File: src/rtl/fetch_pkg.sv
// Shared types and default parameters for the instruction-byte fetch unit.
package fetch_pkg;

   typedef enum logic [1:0] {
      IDLE    = 2'd0,
      BUSY    = 2'd1,
      DISCARD = 2'd2
   } fetch_state_t;

   localparam int FETCH_ADDR_W   = 16;
   localparam int FETCH_DEPTH    = 2;
   localparam int FETCH_RESET_PC = 0;

endpackage

File: src/rtl/fetch_fifo.sv
// Byte-wide circular prefetch buffer; flush wins over push and pop.
module fetch_fifo
   import fetch_pkg::*;
#(
   parameter int DEPTH = FETCH_DEPTH
) (
   input  logic                     clk,
   input  logic                     reset,
   input  logic                     flush,
   input  logic                     push,
   input  logic                     pop,
   input  logic [7:0]               wdata,
   output logic [7:0]               rdata,
   output logic [$clog2(DEPTH):0]   count,
   output logic                     full,
   output logic                     empty
);

   localparam int PW = $clog2(DEPTH);
   localparam int CW = PW + 1;
   localparam logic [CW-1:0] DEPTH_CNT = CW'(DEPTH);

   logic [7:0]    mem_q [DEPTH];
   logic [7:0]    mem_d [DEPTH];
   logic [PW-1:0] wr_ptr_q, wr_ptr_d;
   logic [PW-1:0] rd_ptr_q, rd_ptr_d;
   logic [CW-1:0] count_q, count_d;
   logic          do_push;
   logic          do_pop;

   assign empty   = (count_q == '0);
   assign full    = (count_q == DEPTH_CNT);
   assign count   = count_q;
   assign rdata   = mem_q[rd_ptr_q];

   // A push into a full buffer is only accepted when the head leaves the same cycle.
   assign do_pop  = pop & ~empty;
   assign do_push = push & (~full | do_pop);

   always_comb begin
      mem_d    = mem_q;
      wr_ptr_d = wr_ptr_q;
      rd_ptr_d = rd_ptr_q;
      count_d  = count_q;
      if (flush) begin
         wr_ptr_d = '0;
         rd_ptr_d = '0;
         count_d  = '0;
      end else begin
         if (do_push) begin
            mem_d[wr_ptr_q] = wdata;
            wr_ptr_d        = wr_ptr_q + 1'b1;
         end
         if (do_pop) begin
            rd_ptr_d = rd_ptr_q + 1'b1;
         end
         count_d = count_q + CW'(do_push) - CW'(do_pop);
      end
   end

   for (genvar gi = 0; gi < DEPTH; gi++) begin : g_slot
      always_ff @(posedge clk or posedge reset) begin
         if (reset) begin
            mem_q[gi] <= '0;
         end else begin
            mem_q[gi] <= mem_d[gi];
         end
      end
   end

   always_ff @(posedge clk or posedge reset) begin
      if (reset) begin
         wr_ptr_q <= '0;
         rd_ptr_q <= '0;
         count_q  <= '0;
      end else begin
         wr_ptr_q <= wr_ptr_d;
         rd_ptr_q <= rd_ptr_d;
         count_q  <= count_d;
      end
   end

endmodule

File: src/rtl/fetch_unit.sv
// Program counter, memory read handshake and prefetch buffer feeding the
// control unit's instruction-register load path.
module fetch_unit
   import fetch_pkg::*;
#(
   parameter int                ADDR_W   = FETCH_ADDR_W,
   parameter int                DEPTH    = FETCH_DEPTH,
   parameter logic [ADDR_W-1:0] RESET_PC = ADDR_W'(FETCH_RESET_PC)
) (
   input  logic              clk,
   input  logic              reset,
   input  logic              pcc,
   input  logic              jump,
   input  logic [ADDR_W-1:0] jump_addr,
   output logic [7:0]        ir_data,
   output logic              ir_valid,
   output logic [ADDR_W-1:0] pc,
   output logic              stall,
   output logic              mem_req,
   output logic [ADDR_W-1:0] mem_addr,
   input  logic [7:0]        mem_rdata,
   input  logic              mem_ack
);

   localparam int CW = $clog2(DEPTH) + 1;
   localparam logic [CW-1:0] DEPTH_CNT = CW'(DEPTH);

   fetch_state_t      state_q, state_d;
   logic [ADDR_W-1:0] pc_q, pc_d;
   logic [ADDR_W-1:0] fetch_addr_q, fetch_addr_d;
   logic [ADDR_W-1:0] mem_addr_q, mem_addr_d;
   logic              mem_req_q, mem_req_d;

   logic              fifo_push;
   logic              fifo_pop;
   logic              fifo_full;
   logic              fifo_empty;
   logic [CW-1:0]     fifo_count;
   logic [CW-1:0]     occ_after;
   logic [7:0]        fifo_rdata;

   // A redirect kills both the same-cycle pop and the same-cycle returned byte.
   assign fifo_pop  = pcc & ~fifo_empty & ~jump;
   assign fifo_push = (state_q == BUSY) & mem_ack & ~jump;
   assign occ_after = fifo_count + CW'(fifo_push) - CW'(fifo_pop);

   fetch_fifo #(
      .DEPTH (DEPTH)
   ) u_fifo (
      .clk   (clk),
      .reset (reset),
      .flush (jump),
      .push  (fifo_push),
      .pop   (fifo_pop),
      .wdata (mem_rdata),
      .rdata (fifo_rdata),
      .count (fifo_count),
      .full  (fifo_full),
      .empty (fifo_empty)
   );

   always_comb begin
      state_d      = state_q;
      pc_d         = pc_q;
      fetch_addr_d = fetch_addr_q;
      mem_req_d    = mem_req_q;
      mem_addr_d   = mem_addr_q;

      if (jump) begin
         pc_d         = jump_addr;
         fetch_addr_d = jump_addr;
      end else begin
         if (fifo_pop)  pc_d         = pc_q + 1'b1;
         if (fifo_push) fetch_addr_d = fetch_addr_q + 1'b1;
      end

      case (state_q)
         IDLE: begin
            if (jump || ~fifo_full || fifo_pop) begin
               state_d    = BUSY;
               mem_req_d  = 1'b1;
               mem_addr_d = fetch_addr_d;
            end
         end
         BUSY: begin
            if (mem_ack) begin
               if (jump || (occ_after < DEPTH_CNT)) begin
                  mem_addr_d = fetch_addr_d;
               end else begin
                  state_d   = IDLE;
                  mem_req_d = 1'b0;
               end
            end else if (jump) begin
               // The outstanding read cannot be withdrawn; wait it out and drop it.
               state_d = DISCARD;
            end
         end
         DISCARD: begin
            if (mem_ack) begin
               state_d    = BUSY;
               mem_addr_d = fetch_addr_d;
            end
         end
         default: begin
            state_d   = IDLE;
            mem_req_d = 1'b0;
         end
      endcase
   end

   always_ff @(posedge clk or posedge reset) begin
      if (reset) begin
         state_q      <= IDLE;
         pc_q         <= RESET_PC;
         fetch_addr_q <= RESET_PC;
         mem_req_q    <= 1'b0;
         mem_addr_q   <= RESET_PC;
      end else begin
         state_q      <= state_d;
         pc_q         <= pc_d;
         fetch_addr_q <= fetch_addr_d;
         mem_req_q    <= mem_req_d;
         mem_addr_q   <= mem_addr_d;
      end
   end

   assign pc       = pc_q;
   assign ir_data  = fifo_rdata;
   assign ir_valid = ~fifo_empty;
   assign stall    = pcc & ~ir_valid;
   assign mem_req  = mem_req_q;
   assign mem_addr = mem_addr_q;

endmodule

File: config.mk
export PLATFORM = sky130hd
export DESIGN_NAME = fetch_unit
export DESIGN_NICKNAME = d
export VERILOG_FILES = /design/src/rtl/fetch_pkg.sv /design/src/rtl/fetch_fifo.sv /design/src/rtl/fetch_unit.sv
export SDC_FILE = /design/constraint.sdc
export NUM_CORES = 1
export LEC_CHECK = 0
export ABC_AREA = 1
export BUFFER_PORTS_ARGS = -buffer_cell sky130_fd_sc_hd__buf_2
export CORE_MARGIN = 3
export CORE_UTILIZATION = 25
export CTS_CLUSTER_SIZE = 14
export DETAILED_ROUTE_END_ITERATION = 10
export HOLD_SLACK_MARGIN = 0.1
export PLACE_DENSITY = 0.4
export SYNTH_ARGS = -nofsm -noshare
export SYNTH_HDL_FRONTEND = slang
export SYNTH_HIERARCHICAL = 1
export SYNTH_SLANG_ARGS = --single-unit
File: constraint.sdc
create_clock -name clk -period 6.7 [get_ports clk]
set_input_delay 1.675 -clock clk [delete_from_list [all_inputs] [get_ports clk]]
set_output_delay 1.675 -clock clk [all_outputs]
set_load 0.05 [all_outputs]
# Yosys cells after proc, flatten, opt, wreduce, memory -nomap -nowiden
# Index checks and enable logic that the tools add are counted.
# Widths: inputs -> output; s select.
# word_totals
reg_bits	71
inputBits	29
word_cells	90
# classes
add_sub_neg	8
n_lt_le_gt_ge	4
eq_ne	10
n_mux	30
bitwise	14
reduce_logical	14
# ops
cell	count
$mux 16	8
$pmux 16 s3	1
$add 16x1->16 const B	2
$mux 8	4
$bwmux 16	1
$mux 2	6
$demux 8 s1	1
$ne 2x2->1 const B	4
$reduce_and 4->1	2
$and 1x1->1	7
$mux 1	7
$ne 3x3->1 const B	2
$pmux 2 s3	1
$reduce_bool 2->1	3
$reduce_and 5->1	1
$add 2x1->2	2
$eq 2x2->1 const B	2
$ge 2x2->1 const B	2
$logic_not 2->1	2
$not 1->1	4
$not 1->2	2
$sub 2x1->2	2
$logic_or 1x1->1	3
$pmux 1 s3	1
9 further kinds	10

# Longest topological paths before layout
# Gate-level depths: netlist (run 1).
# logic_depth
ltp_word	10
depth_mapped	15
ltp_nobuf	14

# Cells and area by module
# Netlist (run 1), hierarchy kept.
# modules_own_cells
mod	instances	cells_each	area_per_inst_um2	seq_area_each_um2
fetch_unit	1	373	2802.7	1276.2
fetch_fifo	1	107	978.4	500.5

# Least setup slack after synthesis (run 1)
# No wires, ideal clock.
# synth_timing
path_type	input port to output port
startpoint	in pcc
endpoint	out stall
arrival_time_ns	2.031
required_time_ns	5.025
setup_slack_ns	2.994
stages	2
path_buffers	0
path_cell_list	nand2_1 -> inv_1
# synth_via
elab_chain_len	1
# synth_lines
item	line_no	text
start, declared	fetch_unit.sv:12	input logic pcc,
$and 1x1->1	fetch_unit.sv:130	assign stall = pcc & ~ir_valid;
end, declared	fetch_unit.sv:18	output logic stall,
# Every way passes these cells.

# Final worst setup path (run 1)
# layout_timing
startpoint	in jump
endpoint	reg mem_addr_q[12] (netlist: mem_addr[12])
# layout_via
elab_cells_between_ends	19
classes_between	2 x add/sub; 1 x order compare; 2 x eq/ne; 7 x mux; 3 x bitwise; 4 x reduce/logical
# layout_rtl
item	line_no	text
start, declared	fetch_unit.sv:13	input logic jump,
$not 1->1 (no line) (*)	n/a	
$and 1x1->1 (*)	fetch_unit.sv:43	assign fifo_pop = pcc & ~fifo_empty & ~jump;
net fifo_pop	fetch_unit.sv:35	logic fifo_pop;
$sub 2x1->2	fetch_unit.sv:45	assign occ_after = fifo_count + CW'(fifo_push) - CW'(fifo_pop);
$lt 2x2->1	fetch_unit.sv:87	if (jump || (occ_after < DEPTH_CNT)) begin
$logic_or 1x1->1	fetch_unit.sv:87	
$ne 2x1->1 (no line)	n/a	
$reduce_and 5->1 (no line) (*)	n/a	
end signal, assigned	fetch_unit.sv:123	mem_addr_q <= mem_addr_d;
end, declared	fetch_unit.sv:31	logic [ADDR_W-1:0] mem_addr_q, mem_addr_d;
# Mark *: on every way through the listed nets, which the timed path passes. The rest lies on a longest branch. The select of a mux whose other input is x is not followed.
# A chain may end at the register's enable or synchronous reset.

==> impl_metrics.env, run 1 <==
export IMPL_postSynthCellCount=480
export IMPL_vias=3281
export IMPL_antenna_found_initial=0
export IMPL_nets=590
export IMPL_rows=44
export IMPL_dr_pass1_iters=4
export IMPL_grt_pass1_vias=3402
export IMPL_layout_drive_gt1_share_pct=22.1
export IMPL_yosys_area_top_type="dfrtp_1"
export IMPL_outcome="finished, final reports clean"
export IMPL_cts_root_buf="clkbuf_16"
export IMPL_yosys_top_cells_area="dfrtp_1 (47%), nand2_1 (17%), nand3_1 (4.8%)"
export IMPL_utilization_pct=31.6
export IMPL_dp_hpwl_um=7870
export IMPL_min_delay_path_class="flip-flop to flip-flop"
export IMPL_gp_congestion=0.774
export IMPL_use_met1_pct=19.6
export IMPL_ys_warn_count=6
export IMPL_grt_pass1_wl_um=17900
export IMPL_syn_to_final_growth_pct=22.4
export IMPL_yosys_cell_count_top_type="nand2_1"
export IMPL_fin_crit_sh_pct=62.3
export IMPL_finalClockSkew_ns=0.00676
export IMPL_fin_area_mm2=0.00463
export IMPL_min_period_ns=4.17
export IMPL_slew_headroom_pct=46.8
export IMPL_startpoint_type="input port"
export IMPL_post_place_ws_ns=2.17
export IMPL_coreArea_mm2=0.0146
export IMPL_die_y_um=129
export IMPL_remaining_drc_errors=0
export IMPL_clock_sinks=71
export IMPL_cts_buffers=9
export IMPL_hold_buffers=0
export IMPL_ys_seq_area_share_pct=47.0
export IMPL_crit_arrival_ns=4.40
export IMPL_initial_core_util_pct=25.8
export IMPL_grt_max_degree=52
export IMPL_p_leak_nw=2.35
export IMPL_slew_violations=0
export IMPL_async_reset_ff_share_pct=100
export IMPL_crit_fanout=30
export IMPL_post_cts_resized=0
export IMPL_clk_path_buf_depth=2
export IMPL_synth_edff_count=0
export IMPL_syn_num_nets=514
export IMPL_die_area_mm2=0.0166
export IMPL_cts_setup_buffers=0
export IMPL_placement_io_buffers=71
export IMPL_crit_path_end_kind="flip-flop"
export IMPL_drv_cap=0
export IMPL_timing_fmax_ghz=0.240
export IMPL_hold_violations=0
export IMPL_grt_use_total_pct=13.9
export IMPL_grtUsageMet3_pct=3.11
export IMPL_htree_levels=3
export IMPL_rsz0062_at_grt="no"
export IMPL_ant_nets=0
export IMPL_ir_worst_vdd_uv=189
export IMPL_clock_latency_ns=0.34
export IMPL_drt_iter0_drc=191
export IMPL_yosys_top_cells_count="nand2_1 (176), dfrtp_1 (71), inv_1 (46)"
export IMPL_setup_viol=0
export IMPL_clk_pin_slew_ns=0.06
export IMPL_wire_per_inst_um=14.3
export IMPL_wl_um=10700
export IMPL_critical_path_required_ns=6.93
export IMPL_grt_ovfl_total=0
export IMPL_synthDistinctLibCells=38
export IMPL_synth_top_area_share_pct=47.0
export IMPL_crit_type="input port to flip-flop"
export IMPL_antennaDiodeCount=0
export IMPL_use_met2_pct=21.1
export IMPL_powerDensity_mw_per_mm2=416
export IMPL_die_x_um=129
export IMPL_worst_pin_slew_ns=0.797
export IMPL_cts_tree="built"
export IMPL_avgSynthCellArea_um2=7.88
export IMPL_viasPerCell=4.41
export IMPL_grt_most_used_layer="met2"
export IMPL_syn_area_mm2=0.00378
export IMPL_ys_flop_type="dfrtp_1"
export IMPL_final_setup_worst_slack_ns=2.53
export IMPL_placed_area_mm2=0.00432
export IMPL_ys_seq_elements=71
export IMPL_final_setup_tns_ns=0
export IMPL_io_pins=72
-- sequential cells by signal, summed over array words and instances, names as in the netlist --
name             cells
fetch_addr_q        16
mem_addr            16
mem_req              1
pc                  16
state_q              2
u_fifo/count         2
u_fifo/mem_q        16
u_fifo/rd_ptr_q      1
u_fifo/wr_ptr_q      1
-- report_power, final --
| part | leakage (nW) | internal [mW] | switching (mW) |
|---|---|---|---|
| Clock | 0.144 | 0.308 | 0.188 |
| Sequential | 0.869 | 0.555 | 0.0898 |
| Combinational | 1.33 | 0.191 | 0.592 |
| Total | 2.35 | 1.05 | 0.870 |
-- worst max-delay path, stage by stage --
cell      delay [ns]
buf_2           0.50
clkinv_1        0.18
nand2_1         0.15
clkinv_1        0.31
ha_1            0.37
xor2_1          0.17
nand2_1         0.10
nand3_2         0.09
nand2_1         0.07
nand2_1         0.06
nand2_2         0.32
inv_2           0.21
nand2_1         0.12
nand2_1         0.05
-- stage by stage --
| step | hold WS, ns | power (mW) | instances |
|---|---|---|---|
| global route | 0.501 | 2.05 | 744 |
| detailed placement | 0.464 | 1.44 | 729 |
| global placement | 0.456 | 1.44 | 729 |
| finish | 0.475 | 1.92 | 744 |
| CTS | 0.480 | 1.95 | 744 |
| floorplan | 0.443 | 1.28 | 480 |
-- path summary, 6_finish.rpt --
check	startpoint	end	slack [ns]	depth (start not counted)
min in group asynchronous	reset	u_fifo/mem_q[8]	1.50	2
min reg2reg	mem_addr[2]	mem_addr[2]	0.48	2
max reg2reg	u_fifo/count[1]	mem_addr[12]	3.61	14
max	jump	mem_addr[12]	2.53	14
min	mem_addr[2]	mem_addr[2]	0.48	2
max in group asynchronous	reset	mem_addr[11]	4.68	3
-- cell families (layout without fill, tap and decap cells) --
| logic type | after synthesis | in the layout | share of synthesized area (%) |
|---|---|---|---|
| AOI/OAI and AO/OA | 45 | 45 | 6.92 |
| xor gates and xnor gates | 14 | 14 | 3.24 |
| adders and majority gates | 5 | 5 | 1.65 |
| buffers and inverters | 61 | 141 | 6.88 |
| DFF | 71 | 71 | 47.0 |
| muxes | 8 | 8 | 2.38 |
| and+or+nand+nor | 276 | 276 | 31.9 |
-- metal layers --
layer,part of all wire (%),wire (µm),vias to the layer above
met5,0,0,-
met2,44,4660,61
met1,51,5470,1535
li1,-,-,1679
met4,1.2,123,0
met3,3.7,397,6
-- layout make-up --
cell class	instances	area, µm²
Sequential cell	71	1780
Clock inverter	4	53.8
Multi-Input combinational cell	348	1740
Inverter	53	199
Fill cell	1592	10000
Clock buffer	11	253
Tap cell	184	230
Timing Repair Buffer	73	370
-- placed cells by master, fill, tap and decap left out, drive strengths merged, types with 2 or more instances in the layout --
master,synthesis,final
nand2,182,182
mux2,8,8
nor3,3,3
o21ai,24,24
o211ai,6,6
clkbuf,1,11
inv,50,51
nand3,40,40
xor2,10,10
buf,7,73
ha,5,5
xnor2,4,4
nand4,7,7
clkinvlp,0,2
dfrtp,71,71
a21oi,10,10
clkinv,3,3
nor2,42,42
Note: power is estimated with default switching activity, not from simulation.
==> run 2, diff against run 1 <==
--- a/config.mk
+++ b/config.mk
@@ -12,7 +12,7 @@
 export CTS_CLUSTER_SIZE = 14
 export DETAILED_ROUTE_END_ITERATION = 10
 export HOLD_SLACK_MARGIN = 0.1
-export PLACE_DENSITY = 0.4
+export PLACE_DENSITY = 0.42
 export SYNTH_ARGS = -nofsm -noshare
 export SYNTH_HDL_FRONTEND = slang
 export SYNTH_HIERARCHICAL = 1
==> constraint.sdc (replaced) <==
create_clock -name clk -period 3.4 [get_ports clk]
set_input_delay 0.85 -clock clk [delete_from_list [all_inputs] [get_ports clk]]
set_output_delay 0.85 -clock clk [all_outputs]
set_load 0.05 [all_outputs]
==> run 2 against run 1 <==
  * Die area is the same
  * Combinational power grew 99%
  * Global-route usage shrank 0.22 points
  * Clock power grew 85%
  * Sequential share of layout area grew 0.073 points
  * Final area shrank 0.19%
  * Utilization shrank 0.060 points
  * Critical path depth is the same
==> impl_metrics.env, run 2 (same netlist as run 1, synthesis figures left out) <==
export IMPL_hold_violations=0
export IMPL_mostFrequentLayoutCells="nand2_1 (176), dfrtp_1 (71), buf_2 (71), inv_1 (45), nand3_1 (36)"
export IMPL_clk_pin_slew_ns=0.05
export IMPL_regArea_mm2=0.00178
export IMPL_crit_path_end_kind="flip-flop"
export IMPL_p_leak_nw=2.35
export IMPL_slew_violations=0
export IMPL_final_common_cell="nand2_1"
export IMPL_clk_path_buf_depth=2
export IMPL_slew_headroom_pct=46.9
export IMPL_die_x_um=129
export IMPL_layout_drive_gt1_share_pct=22.1
export IMPL_grt_use_total_pct=13.7
export IMPL_r2r_cells=14
export IMPL_grt_pass1_vias=3312
export IMPL_initial_core_util_pct=25.8
export IMPL_antennaDiodeCount=0
export IMPL_hold_slack_ns=0.397
export IMPL_ant_nets=0
export IMPL_final_setup_tns_ns=0
export IMPL_min_period_ns=2.92
export IMPL_grt_ovfl_total=0
export IMPL_clock_sinks=71
export IMPL_syn_to_final_growth_pct=22.1
export IMPL_wl_um=10700
export IMPL_grt_max_degree=47
export IMPL_worst_pin_slew_ns=0.796
export IMPL_die_y_um=129
export IMPL_routedLengthMet1_um=5440
export IMPL_fin_crit_sh_pct=85.8
export IMPL_fillCellCount=1581
export IMPL_ir_worst_vdd_uv=341
export IMPL_utilization_pct=31.5
export IMPL_clock_latency_ns=0.34
export IMPL_drt_iter0_drc=224
export IMPL_dr_pass1_iters=4
export IMPL_vias=3298
export IMPL_nets=592
export IMPL_cts_tree="built"
export IMPL_crit_arrival_ns=3.14
export IMPL_coreArea_mm2=0.0146
export IMPL_antenna_found_initial=0
export IMPL_power_mw=3.74
export IMPL_rows=44
export IMPL_multiInputGateArea_mm2=0.00175
export IMPL_wire_per_inst_um=14.3
export IMPL_viasPerCell=4.43
export IMPL_cts_setup_buffers=0
export IMPL_die_area_mm2=0.0166
export IMPL_io_pins=72
export IMPL_setup_viol=0
export IMPL_crit_fanout=20
export IMPL_finalClockSkew_ns=0.00590
export IMPL_cts_buffers=9
export IMPL_hold_buffers=0
export IMPL_outcome="finished, final reports clean"
export IMPL_drv_cap=0
export IMPL_rsz0062_at_grt="no"
export IMPL_wl_met3_um=522
export IMPL_min_delay_path_class="input port to async pin"
export IMPL_remaining_drc_errors=0
export IMPL_crit_type="flip-flop to flip-flop"
export IMPL_startpoint_type="flip-flop"
export IMPL_timing_fmax_ghz=0.343
export IMPL_powerDensity_mw_per_mm2=811
export IMPL_placement_io_buffers=71
export IMPL_dp_hpwl_um=7880
export IMPL_htree_levels=3
export IMPL_critical_path_required_ns=3.63
export IMPL_cts_root_buf="clkbuf_16"
export IMPL_grt_pass1_wl_um=17600
export IMPL_top_layer_used="met4"
export IMPL_post_cts_resized=0
export IMPL_wl_met2_um=4640
export IMPL_gp_congestion=0.846
[run 2: power by group]
part / switching, mW / internal [mW]
Sequential: 0.177 / 1.09
Combinational: 1.17 / 0.382
Clock: 0.358 / 0.558
Total: 1.71 / 2.04
[run 2: cell type report]
| class | count | share of cell area, % |
|---|---|---|
| Sequential cell | 71 | 38.5 |
| Multi-Input combinational cell | 348 | 37.9 |
| Timing Repair Buffer | 75 | 8.34 |
| Tap cell | 184 | 4.99 |
| Clock buffer | 10 | 4.96 |
| Inverter | 53 | 4.31 |
| Clock inverter | 4 | 1.06 |
[run 2: per-layer routing]
layer  track usage (%)  vias to the layer above
li1                  -                     1693
met2              20.0                       64
met1              19.5                     1537
met5                 0                        -
met3              4.32                        4
met4              4.08                        0
[run 2: worst max-delay path: stages (launching register included)]
cell and delay [ns]:
dfrtp_1 0.46, nor2_1 0.30, nor2_2 0.17, nand2_1 0.15, clkinv_1 0.31, ha_1 0.37, xor2_1 0.17, nand2_1 0.09
nand3_2 0.09, nand2_1 0.07, nand2_1 0.08, nand2_4 0.23, inv_2 0.17, nand2_1 0.10, nand2_1 0.05
[run 2: final timing paths]
| path | slack [ns] | start | to |
|---|---|---|---|
| min | 0.40 | reset | mem_addr[5] |
| max in group asynchronous | 2.15 | reset | pc[11] |
| min in group clk | 0.48 | mem_addr[1] | mem_addr[1] |
| max reg2reg | 0.48 | u_fifo/count[1] | mem_addr[12] |
| min reg2reg | 0.48 | mem_addr[1] | mem_addr[1] |
| max | 0.48 | u_fifo/count[1] | mem_addr[12] |
[run 2: metrics by stage]
stage          area [µm²]  setup slack (ns)  cells
2_1_floorplan        3780             0.596    480
3_3_place_gp         4340             0.233    731
3_5_place_dp         4340             0.117    731
4_1_cts              4610             0.274    745
5_1_grt              4620             0.120    745
6_report             4620             0.484    745
